`src/rtl/instr_loader.sv`:
```
// instr_loader: boot-time program loader feeding the CPU instruction-memory
// write port.
//   - Takes a little-endian byte stream over byte_valid/byte_ready.
//   - Packs the bytes into 32-bit words and buffers them in a FIFO_DEPTH-entry
//     word FIFO.
//   - Emits one word per w_en pulse on cpu_in.
//
// Ports:
//   clk, rst            : rising-edge clock, synchronous active-high reset
//   start, word_count   : begin a load of word_count words (sampled in IDLE only)
//   byte_in/valid/ready : byte stream handshake
//   w_en, cpu_in        : one-cycle write strobe and instruction word
//   busy, done, loaded  : load in progress, end-of-load pulse, words emitted
//   csum_err            : checksum mismatch flag
//
// Optional feature: define INSTR_LOADER_CHECKSUM_EN to add a trailing 4-byte
// checksum (mod 2^32 sum of all words) that is verified before done. Without
// the macro, csum_err is tied to 0.
module instr_loader #(
    parameter int FIFO_DEPTH = 4,
    parameter int CNT_W      = 16
) (
    input  logic             clk,
    input  logic             rst,
    input  logic             start,
    input  logic [CNT_W-1:0] word_count,
    input  logic [7:0]       byte_in,
    input  logic             byte_valid,
    output logic             byte_ready,
    output logic             w_en,
    output logic [31:0]      cpu_in,
    output logic             busy,
    output logic             done,
    output logic [CNT_W-1:0] loaded,
    output logic             csum_err
);
    localparam int AW = $clog2(FIFO_DEPTH);

`ifdef INSTR_LOADER_CHECKSUM_EN
    typedef enum logic [2:0] {S_IDLE, S_LOAD, S_CSUM, S_DRAIN, S_FINISH} state_t;
`else
    typedef enum logic [2:0] {S_IDLE, S_LOAD, S_DRAIN, S_FINISH} state_t;
`endif

    state_t           r_state, w_next;
    logic [CNT_W-1:0] r_cnt, r_acc, r_loaded;
    logic [1:0]       r_idx;
    logic [23:0]      r_asm;            // bytes 0..2 of the word being built
    logic [31:0]      r_mem [FIFO_DEPTH];
    logic [AW-1:0]    r_wptr, r_rptr;
    logic [AW:0]      r_count;
    logic [31:0]      r_cpu_in;
    logic             r_w_en, r_busy, r_done;
    logic             w_full, w_take, w_push, w_pop, w_ready;
    logic [31:0]      w_word;

    assign w_full = (r_count == (AW+1)'(FIFO_DEPTH));
    assign w_take = byte_valid && w_ready;
    assign w_word = {byte_in, r_asm};
    assign w_push = w_take && (r_idx == 2'd3) && (r_state == S_LOAD);
    assign w_pop  = (r_count != '0);

    always_ff @(posedge clk) begin
        if (rst) r_state <= S_IDLE;
        else     r_state <= w_next;
    end

    always_comb begin
        w_next  = r_state;
        w_ready = 1'b0;
        case (r_state)
            S_IDLE:
                if (start) w_next = (word_count == '0) ? S_FINISH : S_LOAD;
            S_LOAD: begin
                // Registered full flag: a same-cycle pop never lets us overflow.
                w_ready = !w_full && (r_acc < r_cnt);
                if (w_push && (r_acc + CNT_W'(1) == r_cnt))
`ifdef INSTR_LOADER_CHECKSUM_EN
                    w_next = S_CSUM;
`else
                    w_next = S_DRAIN;
`endif
            end
`ifdef INSTR_LOADER_CHECKSUM_EN
            S_CSUM: begin
                w_ready = 1'b1;
                if (w_take && r_idx == 2'd3) w_next = S_DRAIN;
            end
`endif
            // Wait for both the FIFO and the output register to go quiet.
            S_DRAIN:  if (r_count == '0 && !r_w_en) w_next = S_FINISH;
            S_FINISH: w_next = S_IDLE;
            default:  w_next = S_IDLE;
        endcase
    end

    // FIFO storage; contents are don't-care until pushed, so no reset.
    always_ff @(posedge clk) begin
        if (w_push) r_mem[r_wptr] <= w_word;
    end

    always_ff @(posedge clk) begin
        if (rst) begin
            r_cnt    <= '0;
            r_acc    <= '0;
            r_loaded <= '0;
            r_idx    <= '0;
            r_asm    <= '0;
            r_wptr   <= '0;
            r_rptr   <= '0;
            r_count  <= '0;
            r_cpu_in <= '0;
            r_w_en   <= 1'b0;
            r_busy   <= 1'b0;
            r_done   <= 1'b0;
        end else begin
            r_done <= 1'b0;
            if (w_take) begin
                r_idx <= r_idx + 2'd1;
                case (r_idx)
                    2'd0:    r_asm[7:0]   <= byte_in;
                    2'd1:    r_asm[15:8]  <= byte_in;
                    2'd2:    r_asm[23:16] <= byte_in;
                    default: ;
                endcase
            end
            if (w_push) begin
                r_wptr <= r_wptr + AW'(1);
                r_acc  <= r_acc + CNT_W'(1);
            end
            r_w_en <= w_pop;
            if (w_pop) begin
                r_cpu_in <= r_mem[r_rptr];
                r_rptr   <= r_rptr + AW'(1);
                if (r_loaded != '1) r_loaded <= r_loaded + CNT_W'(1);
            end
            case ({w_push, w_pop})
                2'b10:   r_count <= r_count + (AW+1)'(1);
                2'b01:   r_count <= r_count - (AW+1)'(1);
                default: ;
            endcase
            if (r_state == S_IDLE && start) begin
                r_cnt    <= word_count;
                r_acc    <= '0;
                r_loaded <= '0;
                r_idx    <= '0;
                r_busy   <= 1'b1;
            end
            if (r_state == S_FINISH) begin
                r_done <= 1'b1;
                r_busy <= 1'b0;
            end
        end
    end

`ifdef INSTR_LOADER_CHECKSUM_EN
    logic [31:0] r_sum, r_csum_rx;
    logic        r_csum_err;
    always_ff @(posedge clk) begin
        if (rst) begin
            r_sum      <= '0;
            r_csum_rx  <= '0;
            r_csum_err <= 1'b0;
        end else begin
            if (w_push) r_sum <= r_sum + w_word;
            if (r_state == S_CSUM && w_take && r_idx == 2'd3) r_csum_rx <= w_word;
            if (r_state == S_IDLE && start) begin
                r_sum      <= '0;
                r_csum_rx  <= '0;
                r_csum_err <= 1'b0;
            end
            // Empty loads compare 0 against 0, so no error without checksum bytes.
            if (r_state == S_FINISH) r_csum_err <= (r_csum_rx != r_sum);
        end
    end
    assign csum_err = r_csum_err;
`else
    assign csum_err = 1'b0;
`endif

    assign byte_ready = w_ready;
    assign w_en       = r_w_en;
    assign cpu_in     = r_cpu_in;
    assign busy       = r_busy;
    assign done       = r_done;
    assign loaded     = r_loaded;
endmodule
```
`config.mk`:
```
export PLATFORM = sky130hd
export DESIGN_NAME = instr_loader
export DESIGN_NICKNAME = d
export VERILOG_FILES = /design/src/rtl/instr_loader.sv
export SDC_FILE = /design/constraint.sdc
export NUM_CORES = 1
export LEC_CHECK = 0
export ABC_AREA = 0
export BUFFER_PORTS_ARGS = -buffer_cell sky130_fd_sc_hd__buf_2
export CAP_MARGIN = 20
export CELL_PAD_IN_SITES_DETAIL_PLACEMENT = 2
export CELL_PAD_IN_SITES_GLOBAL_PLACEMENT = 2
export CORE_UTILIZATION = 29
export DETAILED_ROUTE_END_ITERATION = 6
export GPL_TIMING_DRIVEN = 0
export PLACE_DENSITY = 0.72
export SETUP_SLACK_MARGIN = 0.2
export SYNTH_ARGS = -nofsm -noshare
export SYNTH_HDL_FRONTEND = slang
export SYNTH_SLANG_ARGS = --single-unit
```
`constraint.sdc`:
```
create_clock -name clk -period 4.3 [get_ports clk]
set_input_delay 1.075 -clock clk [delete_from_list [all_inputs] [get_ports clk]]
set_output_delay 1.075 -clock clk [all_outputs]
set_load 0.05 [all_outputs]
```
==> results.json <==
{
  "status": "finished, final reports clean",
  "p_switching_mw": 1.48,
  "p_seq_share_pct": 44.6,
  "setup_viol": 0,
  "tightestPinTransition_ns": 0.958,
  "grt_use_total_pct": 16.6,
  "cts.htree.levels": 1,
  "reg2regPathDepth": 10,
  "grtUsageMet2_pct": 28.1,
  "drt.antenna.violating_nets": 0,
  "switching_share_pct": 25.5,
  "syn-instance-count": 867,
  "whs_ns": 0.451,
  "fmax_mhz": 261,
  "fin_skew_ns": 0.0188,
  "wl_per_cell_um": 20.4,
  "yosysWarnings": 0,
  "synth_ff_type": "edfxtp_1",
  "via_per_inst": 4.92,
  "tritoncts": "yes",
  "min_path_type": "reg2reg",
  "path_max_fanout": 8,
  "num_vias": 7174,
  "grt_pass1_vias": 7851,
  "combPwrFrac_pct": 9.8,
  "cp_data_arrival_time_ns": 2.76,
  "clock-sinks": 246,
  "pin_count": 81,
  "rsz0062_at_grt": "no",
  "mappedNetlistArea_um2": 10400,
  "power_density_nw_per_um2": 464,
  "layout_setup_ws_ns": 0.462,
  "ys_seq_area_share_pct": 59.9,
  "layout-drive-gt1-share_pct": 18.6,
  "hold_viol": 0,
  "synth_fp_nets": 927,
  "clock_latency_ns": 0.57,
  "crit_type": "reg2out",
  "gr-usage-met3_pct": 2.57,
  "hold_path_depth": 2,
  "drc": 0,
  "clockPowerShare_pct": 45.6,
  "finalCritPeriodShare_pct": 89.2,
  "final_nets": 1041,
  "busiest_layer": "met2",
  "place_hpwl_mm": 21.0,
  "start_util_pct": 29.7,
  "p_leak_nw": 4.54,
  "met1_usage_pct": 21.5,
  "nFillCells": 3659,
  "synth_seq_cells": 246,
  "die_y_um": 191,
  "routabilityCongestion": 0.802,
  "total_power_mw": 5.78,
  "grt_max_degree": 33,
  "ir_drop_uv": 329,
  "ys_types": 63,
  "die_area_um2": 36500,
  "fin_setup_tns_ns": 0,
  "die_w_um": 191,
  "synth_edf_count": 128,
  "period_needed_ns": 3.84,
  "power.internal_mw": 4.30,
  "place_ws_ns": 0.741,
  "coreArea_um2": 34900,
  "cp-start-kind": "flop",
  "wl_mm": 29.8,
  "drt_iter0_markers": 376,
  "slew_viol_final": 0,
  "drv_cap": 0,
  "hold_buffers": 0,
  "syn_to_final_growth_pct": 20.1,
  "final_core_util_pct": 35.7,
  "root_buffer": "clkbuf_16",
  "avgSynthCellArea_um2": 12.0,
  "endpoint_kind": "primary output",
  "diodes": 0,
  "cts_made_buffers": 29,
  "port_buffers": 79,
  "antenna_found_initial": 0,
  "path_clk_slew_ns": 0.06,
  "drtPass1Iterations": 4,
  "clockBufferDepth": 3,
  "worst_ep_required_time_ns": 3.22,
  "max_slew_margin_pct": 36.2,
  "async_flop_share_pct": 0,
  "grt_overflow": 0,
  "grt_pass1_wl_mm": 46.4,
  "fp-row-count": 68
}
==> layout make-up <==
cell class | count | area [µm²] | share of cell area (%)
clock buffer | 35 | 778 | 6.25
tap | 455 | 569 | 4.57
sequential | 246 | 6210 | 49.8
buffer | 43 | 174 | 1.40
inverter | 33 | 124 | 0.995
clock inverter | 19 | 246 | 1.98
timing repair buffer | 83 | 483 | 3.88
multi-input combinational | 545 | 3870 | 31.1
==> synthesized netlist by cell type, drive strengths merged, types with 3 or more instances <==
master,number,share of area (%)
a211oi,6,0.48
a21oi,66,3.2
and2,7,0.42
and3,4,0.24
and4,4,0.34
buf,16,0.70
clkbuf,27,0.98
dfxtp,118,23
edfxtp,128,37
ha,31,3.7
inv,33,1.2
mux2i,28,2.7
mux4,32,7.0
nand2,121,4.4
nand2b,5,0.30
nand3,19,0.92
nand4,15,0.91
nand4b,3,0.25
nor2,78,2.8
nor2b,6,0.36
nor3,5,0.35
nor4,5,0.30
o211a,3,0.29
o21ai,16,0.81
or3,10,0.60
or4,3,0.22
xnor2,19,1.6
xor2,21,1.8
==> state kept, by name, indices dropped and copies added (netlist names), 2 cells and up <==
| name | cells |
|---|---|
| loaded | 16 |
| cpu_in | 32 |
| r_mem | 128 |
| r_count | 3 |
| r_acc | 16 |
| r_wptr | 2 |
| r_cnt | 16 |
| r_asm | 24 |
| r_rptr | 2 |
| r_state | 2 |
| r_idx | 2 |
==> power groups by stage <==
stage | Clock, mW | Combinational [mW] | Sequential (mW)
after floorplan | 0 | 0.366 | 2.62
after global placement | 0 | 0.547 | 2.62
after detailed placement | 0 | 0.562 | 2.63
after CTS | 2.71 | 0.573 | 2.58
after global routing | 2.78 | 0.628 | 2.58
final | 2.63 | 0.567 | 2.58
==> worst paths after layout <==
check / startpoint / endpoint / slack, ns
worst max register to register: r_cnt[9]$_SDFFE_PP0P_ / r_mem[1][18]$_DFFE_PP_ / 0.82
worst max-delay path: r_cnt[9]$_SDFFE_PP0P_ / byte_ready / 0.46
worst min register to register: cpu_in[4]$_SDFFE_PP0P_ / cpu_in[4]$_SDFFE_PP0P_ / 0.45
worst min-delay path: cpu_in[4]$_SDFFE_PP0P_ / cpu_in[4]$_SDFFE_PP0P_ / 0.45
==> logic make-up (layout without fill, tap and decap cells) <==
family | count (synthesis) | after routing | share of synthesized area, %
and+or+nand+nor | 295 | 295 | 13.2
DFF | 246 | 246 | 59.9
AOI/OAI and AO/OA | 117 | 117 | 7.02
buffers and inverters | 76 | 213 | 2.87
muxes | 60 | 60 | 9.66
xor gates and xnor gates | 40 | 40 | 3.38
adders and majority gates | 32 | 32 | 3.94
other | 1 | 1 | 0.0362
==> metal layers <==
| metal | up-vias | share of wire, % | routed length, µm |
|---|---|---|---|
| li1 | 3351 | - | - |
| met1 | 3667 | 45 | 13300 |
| met2 | 105 | 49 | 14700 |
| met3 | 51 | 3.1 | 909 |
| met4 | 0 | 3.1 | 918 |
| met5 | - | 0 | 0 |
==> layout by cell type, fill, tap and decap left out, drive strengths merged, types with 3 or more instances in the layout <==
cell type | Yosys | routed
a211oi | 6 | 6
a21oi | 66 | 66
and2 | 7 | 7
and3 | 4 | 4
and4 | 4 | 4
buf | 16 | 99
bufinv | 0 | 5
clkbuf | 27 | 62
clkinv | 0 | 9
dfxtp | 118 | 118
edfxtp | 128 | 128
ha | 31 | 31
inv | 33 | 36
mux2i | 28 | 28
mux4 | 32 | 32
nand2 | 121 | 121
nand2b | 5 | 5
nand3 | 19 | 19
nand4 | 15 | 15
nand4b | 3 | 3
nor2 | 78 | 78
nor2b | 6 | 6
nor3 | 5 | 5
nor4 | 5 | 5
o211a | 3 | 3
o21ai | 16 | 16
or3 | 10 | 10
or4 | 3 | 3
xnor2 | 19 | 19
xor2 | 21 | 21
==> worst max-delay path: stages (launching register included) <==
cell      delay [ns]
dfxtp_1         0.30
clkbuf_1        0.30
inv_1           0.08
ha_1            0.32
a21o_1          0.19
a21oi_1         0.14
o22ai_1         0.19
a211oi_2        0.37
buf_2           0.32
==> per-stage QoR <==
| stage | cells | instance area (µm²) |
|---|---|---|
| after floorplan | 867 | 10400 |
| after global placement | 1401 | 11300 |
| after detailed placement | 1405 | 11400 |
| after CTS | 1459 | 12400 |
| after global routing | 1459 | 12400 |
| final | 1459 | 12400 |
==> repair_timing <==
item / 4_1_cts / 5_1_grt
hold endpoints to repair: 0 / 0
setup endpoints to repair: 0 / 1
resized for setup: 0 / 1
setup buffers: 0 / 0
Note: power is estimated with default switching activity, not from simulation.
